===== config.mk =====
export PLATFORM = sky130hd
export DESIGN_NAME = rca18_pair_feeder_flat
export DESIGN_NICKNAME = d
export VERILOG_FILES = /design/src/rtl/rca18_pair_feeder_if.sv /design/src/rtl/rca18_pair_feeder.sv /design/src/flat_wrapper.sv
export SDC_FILE = /design/constraint.sdc
export NUM_CORES = 1
export LEC_CHECK = 0
export BUFFER_PORTS_ARGS = -buffer_cell sky130_fd_sc_hd__buf_4
export CAP_MARGIN = 10
export CORE_AREA = 2 2 123 113
export CTS_CLUSTER_SIZE = 16
export DETAILED_ROUTE_END_ITERATION = 10
export DIE_AREA = 0 0 125 115
export GPL_TIMING_DRIVEN = 0
export PLACE_DENSITY = 0.75
export SLEW_MARGIN = 30
export SYNTH_ARGS = -nofsm -noshare
export SYNTH_HDL_FRONTEND = slang
export SYNTH_SLANG_ARGS = --single-unit

===== constraint.sdc =====
create_clock -name clk -period 2.5 [get_ports clk]
set_input_delay 0.375 -clock clk [delete_from_list [all_inputs] [get_ports clk]]
set_output_delay 0.375 -clock clk [all_outputs]
set_load 0.02 [all_outputs]

===== src/rtl/rca18_pair_feeder_if.sv =====
// Bundled operand, adder and result signals of the ripple-carry pair feeder.
// slave: the feeder itself; master: the operand source, adder and result sink around it.
interface rca18_pair_feeder_if #(
    parameter int N = 18
);
    logic           in_valid;
    logic           in_ready;
    logic [N-1:0]   in_data;
    logic           in_cin;
    logic           in_last;
    logic [N-1:0]   add_a;
    logic [N-1:0]   add_b;
    logic           add_cin;
    logic [N:0]     add_sum;
    logic           out_valid;
    logic           out_ready;
    logic [N:0]     out_sum;
    logic [15:0]    pair_cnt;

    modport slave (
        input  in_valid, in_data, in_cin, in_last, add_sum, out_ready,
        output in_ready, add_a, add_b, add_cin, out_valid, out_sum, pair_cnt
    );

    modport master (
        output in_valid, in_data, in_cin, in_last, add_sum, out_ready,
        input  in_ready, add_a, add_b, add_cin, out_valid, out_sum, pair_cnt
    );
endinterface


===== src/rtl/rca18_pair_feeder.sv =====
// Purpose: buffers operands, pairs them (A, B, cin) onto an external adder and captures its sum.
// Latency: out_valid 2+EVAL_CYCLES cycles after the A pop; one result per 3+EVAL_CYCLES cycles at best.
// Backpressure: result held in OUT until out_ready; FIFO keeps accepting until full (no pass-through).
// Option RCA_PAIR_FLUSH_EN: in_last on an A operand flushes it as A+0 without waiting for B.
module rca18_pair_feeder #(
    parameter int N           = 18,
    parameter int DEPTH       = 4,
    parameter int EVAL_CYCLES = 1
) (
    input  logic                 clk,
    input  logic                 rst,
    rca18_pair_feeder_if.slave   bus
);

    localparam int AW = (DEPTH > 1) ? $clog2(DEPTH) : 1;
    localparam logic [3:0] EV_LOAD = 4'(EVAL_CYCLES - 1);

    typedef enum logic [1:0] {IDLE, WAIT_B, EVAL, OUT} state_t;

    logic [N-1:0]   mem_data [DEPTH];
    logic [DEPTH-1:0] mem_cin;
    logic [AW-1:0]  wr_ptr;
    logic [AW-1:0]  rd_ptr;
    logic [AW:0]    count;
    logic           full;
    logic           empty;
    logic           push;
    logic           pop;
    logic [N-1:0]   rd_data;
    logic           rd_cin;

    state_t         state;
    logic [N-1:0]   op_a;
    logic [N-1:0]   op_b;
    logic           cin_r;
    logic [3:0]     ev_cnt;
    logic           out_valid_r;
    logic [N:0]     out_sum_r;
    logic [15:0]    pair_cnt_r;

    assign full         = (count == (AW+1)'(DEPTH));
    assign empty        = (count == '0);
    assign bus.in_ready = !full;
    assign push         = bus.in_valid && !full;
    assign pop          = !empty && ((state == IDLE) || (state == WAIT_B));
    assign rd_data      = mem_data[rd_ptr];
    assign rd_cin       = mem_cin[rd_ptr];

`ifdef RCA_PAIR_FLUSH_EN
    logic [DEPTH-1:0] mem_last;
    logic             rd_last;
    assign rd_last = mem_last[rd_ptr];

    always_ff @(posedge clk) begin
        if (push) begin
            mem_last[wr_ptr] <= bus.in_last;
        end
    end
`else
    logic unused_last;
    assign unused_last = bus.in_last;
`endif

    // Storage needs no reset: the pointers and count define which entries are live.
    always_ff @(posedge clk) begin
        if (push) begin
            mem_data[wr_ptr] <= bus.in_data;
            mem_cin[wr_ptr]  <= bus.in_cin;
        end
    end

    always_ff @(posedge clk or posedge rst) begin
        if (rst) begin
            wr_ptr <= '0;
            rd_ptr <= '0;
            count  <= '0;
        end else begin
            if (push) begin
                wr_ptr <= wr_ptr + 1'b1;
            end
            if (pop) begin
                rd_ptr <= rd_ptr + 1'b1;
            end
            case ({push, pop})
                2'b10:   count <= count + 1'b1;
                2'b01:   count <= count - 1'b1;
                default: count <= count;
            endcase
        end
    end

    always_ff @(posedge clk or posedge rst) begin
        if (rst) begin
            state       <= IDLE;
            op_a        <= '0;
            op_b        <= '0;
            cin_r       <= 1'b0;
            ev_cnt      <= '0;
            out_valid_r <= 1'b0;
            out_sum_r   <= '0;
            pair_cnt_r  <= '0;
        end else begin
            case (state)
                IDLE: begin
                    if (!empty) begin
                        op_a <= rd_data;
`ifdef RCA_PAIR_FLUSH_EN
                        if (rd_last) begin
                            op_b   <= '0;
                            cin_r  <= 1'b0;
                            ev_cnt <= EV_LOAD;
                            state  <= EVAL;
                        end else begin
                            state  <= WAIT_B;
                        end
`else
                        state <= WAIT_B;
`endif
                    end
                end
                WAIT_B: begin
                    if (!empty) begin
                        op_b   <= rd_data;
                        cin_r  <= rd_cin;
                        ev_cnt <= EV_LOAD;
                        state  <= EVAL;
                    end
                end
                EVAL: begin
                    // The adder output is only trusted on the last cycle of the window.
                    if (ev_cnt == '0) begin
                        out_sum_r   <= bus.add_sum;
                        out_valid_r <= 1'b1;
                        state       <= OUT;
                    end else begin
                        ev_cnt <= ev_cnt - 1'b1;
                    end
                end
                OUT: begin
                    if (bus.out_ready) begin
                        out_valid_r <= 1'b0;
                        pair_cnt_r  <= pair_cnt_r + 1'b1;
                        state       <= IDLE;
                    end
                end
                default: state <= IDLE;
            endcase
        end
    end

    assign bus.add_a     = op_a;
    assign bus.add_b     = op_b;
    assign bus.add_cin   = cin_r;
    assign bus.out_valid = out_valid_r;
    assign bus.out_sum   = out_sum_r;
    assign bus.pair_cnt  = pair_cnt_r;

endmodule


===== src/flat_wrapper.sv =====
// flat-port wrapper written by rule: the top's interface ports become plain ports
module rca18_pair_feeder_flat 
#(
    parameter int N           = 18,
    parameter int DEPTH       = 4,
    parameter int EVAL_CYCLES = 1
)
  (clk, rst, bus_in_valid, bus_in_data, bus_in_cin, bus_in_last, bus_add_sum, bus_out_ready, bus_in_ready, bus_add_a, bus_add_b, bus_add_cin, bus_out_valid, bus_out_sum, bus_pair_cnt);
  rca18_pair_feeder_if #(.N(N)) bus_i ();
  input  logic clk;
  input  logic rst;
  input wire logic [$bits(bus_i.in_valid)-1:0] bus_in_valid;
  input wire logic [$bits(bus_i.in_data)-1:0] bus_in_data;
  input wire logic [$bits(bus_i.in_cin)-1:0] bus_in_cin;
  input wire logic [$bits(bus_i.in_last)-1:0] bus_in_last;
  input wire logic [$bits(bus_i.add_sum)-1:0] bus_add_sum;
  input wire logic [$bits(bus_i.out_ready)-1:0] bus_out_ready;
  output wire logic [$bits(bus_i.in_ready)-1:0] bus_in_ready;
  output wire logic [$bits(bus_i.add_a)-1:0] bus_add_a;
  output wire logic [$bits(bus_i.add_b)-1:0] bus_add_b;
  output wire logic [$bits(bus_i.add_cin)-1:0] bus_add_cin;
  output wire logic [$bits(bus_i.out_valid)-1:0] bus_out_valid;
  output wire logic [$bits(bus_i.out_sum)-1:0] bus_out_sum;
  output wire logic [$bits(bus_i.pair_cnt)-1:0] bus_pair_cnt;
  assign bus_i.in_valid = bus_in_valid;
  assign bus_i.in_data = bus_in_data;
  assign bus_i.in_cin = bus_in_cin;
  assign bus_i.in_last = bus_in_last;
  assign bus_i.add_sum = bus_add_sum;
  assign bus_i.out_ready = bus_out_ready;
  assign bus_in_ready = bus_i.in_ready;
  assign bus_add_a = bus_i.add_a;
  assign bus_add_b = bus_i.add_b;
  assign bus_add_cin = bus_i.add_cin;
  assign bus_out_valid = bus_i.out_valid;
  assign bus_out_sum = bus_i.out_sum;
  assign bus_pair_cnt = bus_i.pair_cnt;
  rca18_pair_feeder #(.N(N), .DEPTH(DEPTH), .EVAL_CYCLES(EVAL_CYCLES)) u_core (.clk(clk), .rst(rst), .bus(bus_i));
endmodule

After elaboration in Yosys (flattened, before gate mapping)
Memories as Yosys holds them, arrays and structs flattened.
Cells that the tools add are included.
{ "totals": {"in_bits": 43, "ram_bits": 72, "n_memories": 1, "regBits": 90, "elab_cells": 72} }
{ "classes": {"eq_ne": 11, "reduce_logical": 19, "muxes": 19, "bitwise": 1, "add_sub_neg": 6, "order_cmp": 3} }
{ "mem_list": {"columns": ["memory", "words", "word_bits", "read_ports", "rd_ports_with_merged_regs", "write_ports", "line_no", "text"], "rows": [
  ["u_core.mem_data", 4, 18, 1, 0, 1, "rca18_pair_feeder.sv:20", "logic [N-1:0] mem_data [DEPTH];"]
]} }
{ "op_table": {"columns": ["op", "count"], "rows": [
  ["adder 16 x 1 -> 16 bit (second input constant)", 1],
  ["two-way mux 2 bit", 4],
  ["two-way mux 4 bit", 2],
  ["inequality test 2 bit (second input constant)", 4],
  ["one-hot mux 2 bit (4 select lines)", 1],
  ["one-hot mux 4 bit (2 select lines)", 1],
  ["AND reduction 2 bit", 4],
  ["== test 2 bit (second input constant)", 3],
  ["less-than comparator 2 x 3 -> 1 bit (second input constant)", 2],
  ["two-way mux 1 bit", 6],
  ["one-hot mux 3 bit (2 select lines)", 1],
  ["AND reduction 3 bit", 2],
  ["nonzero test 2 bit", 3],
  ["adder 2 x 1 -> 2 bit (second input constant)", 2],
  ["bitwise mux 4 bit", 1],
  ["== test 2 x 1 -> 1 bit (second input constant)", 2],
  ["logical NOT 4 bit", 1],
  ["AND reduction 4 bit", 1],
  ["subtractor 4 x 1 -> 4 bit (second input constant)", 1],
  ["adder 3 x 1 -> 3 bit (second input constant)", 1],
  ["== test 3 bit (second input constant)", 1],
  ["logical AND 1 bit", 3],
  ["logical NOT 3 bit", 1],
  ["subtractor 3 x 1 -> 3 bit (second input constant)", 1],
  ["other kinds (9)", 10]
]} }

Logic depth before layout (Yosys ltp)
Gate-level depths: netlist of the first run.
{ "depth": {"ltp_word": 5, "depth_mapped": 11} }

Least setup slack after synthesis of the first run
No wires, ideal clock.
{ "synth_path": {"path_type": "register to register", "start": "register u_core.state[0]", "end": "register u_core.count[2]", "t_arrival_ns": 2.115, "slack_ns": 0.306, "required_ns": 2.421, "stages_incl_launch_ff": 12, "setup_ns": 0.079, "cell_sequence": "dfrtp_1 > inv_1 > ha_1 > nand2_8 > buf_8 > nand2_2 > ha_1 > inv_1 > fa_1 > xor2_1 > nor2_1 > xor2_1"} }
{ "synth_via": {"elab_chain_cells": 5} }
{ "synth_rtl": {"columns": ["element", "line_no", "text"], "rows": [
  ["from (decl)", "rca18_pair_feeder.sv:32", "state_t state;"],
  ["from (signal assigned)", "rca18_pair_feeder.sv:94", "state <= IDLE;"],
  ["from (signal assigned)", "rca18_pair_feeder.sv:117", "state <= WAIT_B;"],
  ["from (signal assigned)", "rca18_pair_feeder.sv:126", "state <= EVAL;"],
  ["== test 2 x 1 -> 1 bit or logical NOT 2 bit (tied branches)", "rca18_pair_feeder.sv:45", "assign pop = !empty && ((state == IDLE) || (state == WAIT_B));"],
  ["logical OR 1 bit *", "rca18_pair_feeder.sv:45", null],
  ["logical AND 1 bit *", "rca18_pair_feeder.sv:45", null],
  ["via u_core.pop", "rca18_pair_feeder.sv:28", "logic pop;"],
  ["== test 2 x 1 -> 1 bit or == test 2 bit (tied branches)", "rca18_pair_feeder.sv:84", "case ({push, pop})"],
  ["one-hot mux 3 bit (2 select lines) or nonzero test 2 bit (tied branches)", null, null],
  ["to (signal assigned)", "rca18_pair_feeder.sv:85", "2'b10: count <= count + 1'b1;"],
  ["to (signal assigned)", "rca18_pair_feeder.sv:86", "2'b01: count <= count - 1'b1;"],
  ["to (signal assigned)", "rca18_pair_feeder.sv:87", "default: count <= count;"],
  ["to (decl)", "rca18_pair_feeder.sv:24", "logic [AW:0] count;"]
]} }
The timed path passes the listed nets; every way through them passes the cells marked *.
A chain may end at the register's enable or synchronous reset.

Final worst setup path of the first run
{ "layout_path": {"start": "register u_core.state[1]", "end": "register u_core.count[2]"} }
The elaborated chain is that of the path after synthesis.

==> results of run 1 <==
metal layers:
layer	up-vias	part of all wire (%)	wire, um
met5	-	0	0
met4	0	1.2	140
met3	12	6.2	742
met2	97	49	5880
met1	1781	43	5150
li1	1604	-	-
through the flow:
| step | cell area [um^2] | util, % |
|---|---|---|
| global placement | 7490 | 57.1 |
| detailed placement | 7570 | 57.8 |
| finish | 8170 | 62.3 |
| floorplan | 6420 | - |
| global route | 8170 | 62.3 |
| CTS | 8160 | 62.2 |
cell usage in the layout (no fill, tap or decap), types with 2 or more instances in the layout:
master and instances:
buf_4 117, dfrtp_1 86, edfxtp_1 76, mux2_2 55, mux4_2 18, clkbuf_16 18
xnor2_1 15, ha_1 12, inv_1 11, nand2_1 6, xor2_1 6, o21ai_0 5
and3_1 5, and4_1 5, nand3_1 5, inv_6 5, buf_6 4, mux2_4 4
and3_2 4, clkinvlp_4 4, clkbuf_1 3, nand2b_1 3, nor3_1 3, nor2_1 3
nand4_1 3, clkinv_2 3, o211ai_1 2, mux2i_1 2, nand2_2 2, buf_16 2
registers in the layout, indices dropped and copies added (netlist names), 2 cells and up:
name                 flops
u_core.mem_data         72
u_core.bus.out_sum      19
u_core.bus.add_a        18
u_core.bus.add_b        18
u_core.bus.pair_cnt     16
u_core.ev_cnt            4
u_core.mem_cin           4
u_core.count             3
u_core.rd_ptr            2
u_core.state             2
u_core.wr_ptr            2
worst max-delay path: cells and delay by family (launching register included):
family	cells	cell delay [ns]
xor+xnor	2	0.31
fa+ha+maj	3	0.85
buf+inv	3	0.37
flops	1	0.41
simple gates	3	0.28
report_power, final:
part           internal [mW]  switching, mW
Sequential              3.72          0.439
Combinational           2.22           2.25
Clock                   1.44           1.05
Total                   7.39           3.73
layout make-up:
class	count	area, um^2	area share, %
Timing Repair Buffer	119	948	11.6
Sequential cell	162	4430	54.3
Clock buffer	19	454	5.56
Inverter	12	48.8	0.597
Multi-Input combinational cell	171	1870	22.8
Tap cell	168	210	2.57
Buffer	10	87.6	1.07
Clock inverter	13	120	1.47
logic make-up after synthesis:
family          after synthesis  share of synthesized area [%]
compound gates               13                           1.31
flops                       162                           69.1
mux                          80                           17.6
xor+xnor                     21                           2.87
buf+inv                      22                           2.07
simple gates                 43                           4.17
fa+ha+maj                    14                           2.85
path summary, 6_finish.rpt:
path,startpoint,endpoint,slack (ns)
setup / recovery,u_core.state[1],u_core.count[2],0.19
hold / removal,bus_in_data[14],u_core.mem_data[3][14],0.15
setup reg to reg,u_core.state[1],u_core.count[2],0.19
hold reg to reg,u_core.bus.pair_cnt[15],u_core.bus.pair_cnt[15],0.48
max in group asynchronous,rst,u_core.bus.add_a[13],1.33
min in group asynchronous,rst,u_core.bus.out_sum[16],0.51
repair_timing:
action                                  in CTS  in global routing
hold buffers                                 1                  0
endpoints found under the setup margin       0                  1
hold endpoints to repair                    12                  0
resized for setup                            0                  2
==> results_dict.tcl, run 1 <==
set metrics [dict create \
    worst_hold_path_type "input port to register" \
    netlist.area_leader.share_pct 35.6 \
    synth_warnings 0 \
    fmax_mhz 433 \
    layout_min_cycle_time_ns 2.31 \
    dr.pass1.iters 4 \
    groute.usage.overall_pct 17.6 \
    avgSynthCellArea_um2 18.1 \
    drc_errors 0 \
    synth.top_cells.by_area "edfxtp_1 36%, dfrtp_1 34%, mux2_2 9.7%" \
    hold_ws_ns 0.155 \
    timing.critical_path.to_type "register" \
    numClockSinks 162 \
    grt_remaining_overflow 0 \
    netlist_area_um2 6420 \
    die_height_um 115 \
    setup_violations 0 \
    leakage_nw 3.43 \
    number_of_instances_in_the_synthesized_netlist 355 \
    hold_path_depth 1 \
    count_of_vias_placed_by_the_detailed_router 3494 \
    number_of_nets_in_the_layout 550 \
    cp_data_required_time_ns 2.84 \
    ys.flop_type "dfrtp_1" \
    slowest_delay_ns 0.42 \
    grt_use_met2_pct 29.2 \
    globalplace.congestion 0.720 \
    timing.slew.headroom_pct 53.0 \
    first_pass_grt_wire_length_mm 19.2 \
    fin_worst_skew_ns 0.0109 \
    route.antenna.remaining_nets 0 \
    drt_iter0_markers 153 \
    tritoncts_clock_tree "done" \
    floorplan.initialDensity_pct 48.9 \
    synth_common_cells "86 x dfrtp_1, 76 x edfxtp_1, 55 x mux2_2, 18 x mux4_2, 15 x xnor2_1" \
    routed_wirelength_normalized_by_instance_count_um 17.7 \
    power_density_cells_nw_per_um2 1360 \
    worst_slew_pin_slew_ns 0.705 \
    numPortBuffers 115 \
    ctsLongestPathBuffers 2 \
    placed_cells 641 \
    asyncSetResetFlopFracSynth_pct 53.1 \
    grt_max_degree 28 \
    worst_slack_setup_final_ns 0.192 \
    antenna_cells 0 \
    yosys.cell_types.count 38 \
    boundary_pin_count 117 \
    first_global_vias 3689 \
    yosys.cell_count.top_type "dfrtp_1" \
    yosysSeqAreaShare_pct 69.1 \
    totalNegativeSetupSlack_ns 0 \
    unrepaired_setup_endpoints_after_global_routing "false" \
    coreArea_um2 13100 \
    post_cts_buffers 0 \
    drive_gt1_share_pct 48.2 \
    preCtsSetupSlack_ns 0.0726 \
    postSynthRegisterBits 162 \
    timing.critical_path.from_type "register" \
    final.period_utilization_pct 92.3 \
    critical_path_peak_fanout 10 \
    path_class "register to register" \
    max_slew_violation_total_from_the_final_report 0 \
    worst-endpoint-arrival_ns 2.65 \
    report.power.total_mw 11.1 \
    synth_top_area_cell "edfxtp_1" \
    die_area_um2 14400 \
    cts_root_buf "clkbuf_16" \
    worst_r2r_path_depth 11 \
    path_cells "inv_1, ha_1, nand2_2, buf_6, nand2_2, ha_1, inv_1, fa_1, xor2_1, nor2_1, xor2_1" \
    run_status "completed" \
    slowest_stage "fa_1" \
    layout.filler_cells 980 \
    max-vdd-ir-drop_mv 0.741 \
    cts_made_buffers 17 \
    syn-num-nets 412 \
    global_route.usage.met3_pct 6.05 \
    final_hold_vios 0 \
    hpwlAfterDp_mm 8.03 \
    rows 40 \
    maxCapViolCount 0 \
    vias_per_cell 5.18 \
    cts.clk_slew.worst_paths_ns 0.06 \
    count_of_flip_flops_with_a_built_in_enable_after_synthesis 76 \
    clkLatencyLatePin_ns 0.42 \
    gr-usage-met1_pct 21.7 \
    die_width_um 125 \
    area_growth_pct 27.3 \
    totalWireLength_mm 11.9 \
    cts.htree.levels 4 \
    antenna_found_initial 0 \
    finish.cell_count_without_fillers 674 \
    globalRoute.busiestLayer "met2" \
]
Note: power is estimated with default switching activity, not from simulation.
==> run 2: changes to the inputs <==
- REMOVE_ABC_BUFFERS: not set -> 1
==> results_dict.tcl, run 2 (same netlist as run 1, synthesis figures left out) <==
set metrics [dict create \
    mostFrequentLayoutCell "buf_4" \
    tritoncts_clock_tree "done" \
    grt_use_met2_pct 28.6 \
    first_global_vias 3682 \
    fin_worst_skew_ns 0.00901 \
    worst-endpoint-arrival_ns 2.68 \
    detailed_place.area_um2 7480 \
    first_pass_grt_wire_length_mm 19.1 \
    maxCapViolCount 0 \
    drive_gt1_share_pct 46.9 \
    cts.clk_slew.worst_paths_ns 0.06 \
    fmax_mhz 429 \
    layout_common_cells "117 x buf_4, 85 x dfrtp_1, 76 x edfxtp_1" \
    grt_max_degree 50 \
    path_class "register to register" \
    power_density_cells_nw_per_um2 1360 \
    cts.htree.levels 4 \
    cts_made_buffers 17 \
    preCtsSetupSlack_ns -0.0197 \
    worst_slack_setup_final_ns 0.170 \
    drc_errors 0 \
    worst_hold_path_type "input port to register" \
    die_area_um2 14400 \
    hpwlAfterDp_mm 7.69 \
    ctsLongestPathBuffers 2 \
    unrepaired_setup_endpoints_after_global_routing "false" \
    reg2reg_slack_ns 0.17 \
    final_hold_vios 0 \
    layout_min_cycle_time_ns 2.33 \
    antenna_cells 0 \
    final_design_area_no_fill_um2 8060 \
    die_height_um 115 \
    coreArea_um2 13100 \
    count_of_vias_placed_by_the_detailed_router 3460 \
    worst_r2r_startpoint "u_core.state[1]" \
    cp_data_required_time_ns 2.85 \
    report.power.total_mw 11.0 \
    route.antenna.remaining_nets 0 \
    power.combinational.fraction_pct 38.6 \
    number_of_nets_in_the_layout 541 \
    global_route.usage.met3_pct 6.42 \
    rows 40 \
    numClockSinks 162 \
    timing.slew.headroom_pct 53.1 \
    largest_reg_by_ff_count "u_core.mem_data" \
    hold_ws_ns 0.151 \
    setup_violations 0 \
    totalWireLength_mm 11.7 \
    floorplan.initialDensity_pct 48.9 \
    leakage_nw 3.37 \
    hold_path_startpoint "bus_in_data[9]" \
    largest_register_ffs 72 \
    globalplace.congestion 0.726 \
    p_sw_share_pct 33.2 \
    share_clk_of_total_power_pct 22.4 \
    numPortBuffers 115 \
    r2r_end "u_core.count[2]" \
    timing.critical_path.from_type "register" \
    gr-usage-met1_pct 21.6 \
    sequentialPowerShare_pct 39.0 \
    run_status "completed" \
    vias_per_cell 5.20 \
    worst_r2r_path_depth 10 \
    area_growth_pct 25.5 \
    groute.usage.overall_pct 17.5 \
    max_slew_violation_total_from_the_final_report 0 \
    drt_iter0_markers 134 \
    min_to "u_core.mem_data[3][9]" \
    post_cts_buffers 0 \
    antenna_found_initial 0 \
    timing.critical_path.to_type "register" \
    worst_slew_pin_slew_ns 0.703 \
    routed_wirelength_normalized_by_instance_count_um 17.6 \
    hold_path_depth 1 \
    grt_remaining_overflow 0 \
    die_width_um 125 \
    clkLatencyLatePin_ns 0.43 \
    cts_root_buf "clkbuf_16" \
    internal-power_mw 7.33 \
    max-vdd-ir-drop_mv 0.765 \
    globalRoute.busiestLayer "met2" \
    netSwitchingPower_mw 3.65 \
    final.period_utilization_pct 93.2 \
    dr.pass1.iters 4 \
    critical_path_peak_fanout 20 \
    boundary_pin_count 117 \
]
## run 2: metal layers
| metal | up-vias | part of all wire, % |
|---|---|---|
| met3 | 10 | 7.3 |
| li1 | 1586 | - |
| met4 | 0 | 1.1 |
| met1 | 1750 | 42 |
| met5 | - | 0 |
| met2 | 114 | 49 |
## run 2: cell type report
type	instances	area, um^2
Clock inverter	11	114
Clock buffer	21	450
Tap cell	168	210
Inverter	12	50.0
Timing Repair Buffer	120	931
Fill cell	983	5060
Multi-Input combinational cell	171	1860
Sequential cell	162	4440
## run 2: how the worst max path moves through the flow
stage                         start              endpoint  slack, ns  cells after the start
floorplan           u_core.state[0]      u_core.ev_cnt[3]      -0.32                      6
global placement                rst  u_core.bus.add_b[16]      -1.06                      2
detailed placement  u_core.state[1]       u_core.count[2]      -0.02                     10
CTS                 u_core.state[1]       u_core.count[2]       0.13                     10
global route        u_core.state[1]       u_core.count[2]      0.005                     10
finish              u_core.state[1]       u_core.count[2]       0.17                     10
## run 2: stage by stage
stage,instances,TNS [ns],utilization [%]
detailed placement,632,-0.0197,57.0
CTS,665,0,61.4
global placement,628,-110.67,56.5
global route,665,0,61.4
floorplan,345,-13.94,-
finish,665,0,61.4
## run 2: timing repair
action                     CTS  global route
gates resized for setup      1             0
hold endpoints to repair    37             0
hold buffers                 1             0
setup endpoints to repair    1             0
## run 2: power groups by stage
| stage | logic [mW] | registers, mW | clock network (mW) |
|---|---|---|---|
| 3_5_place_dp | 4.26 | 4.35 | 0 |
| 6_report | 4.23 | 4.28 | 2.46 |
| 2_1_floorplan | 2.14 | 4.86 | 0 |
| 4_1_cts | 4.31 | 4.31 | 2.51 |
| 5_1_grt | 4.56 | 4.42 | 2.62 |
| 3_3_place_gp | 4.06 | 4.32 | 0 |
## run 2: critical path, cell delays in order, from the launching register on
cell	delay (ns)
dfrtp_1	0.42
inv_1	0.12
ha_1	0.25
nand2_4	0.23
nand2_2	0.16
ha_1	0.18
inv_1	0.06
fa_1	0.43
xor2_1	0.15
nor2_1	0.11
xor2_1	0.14
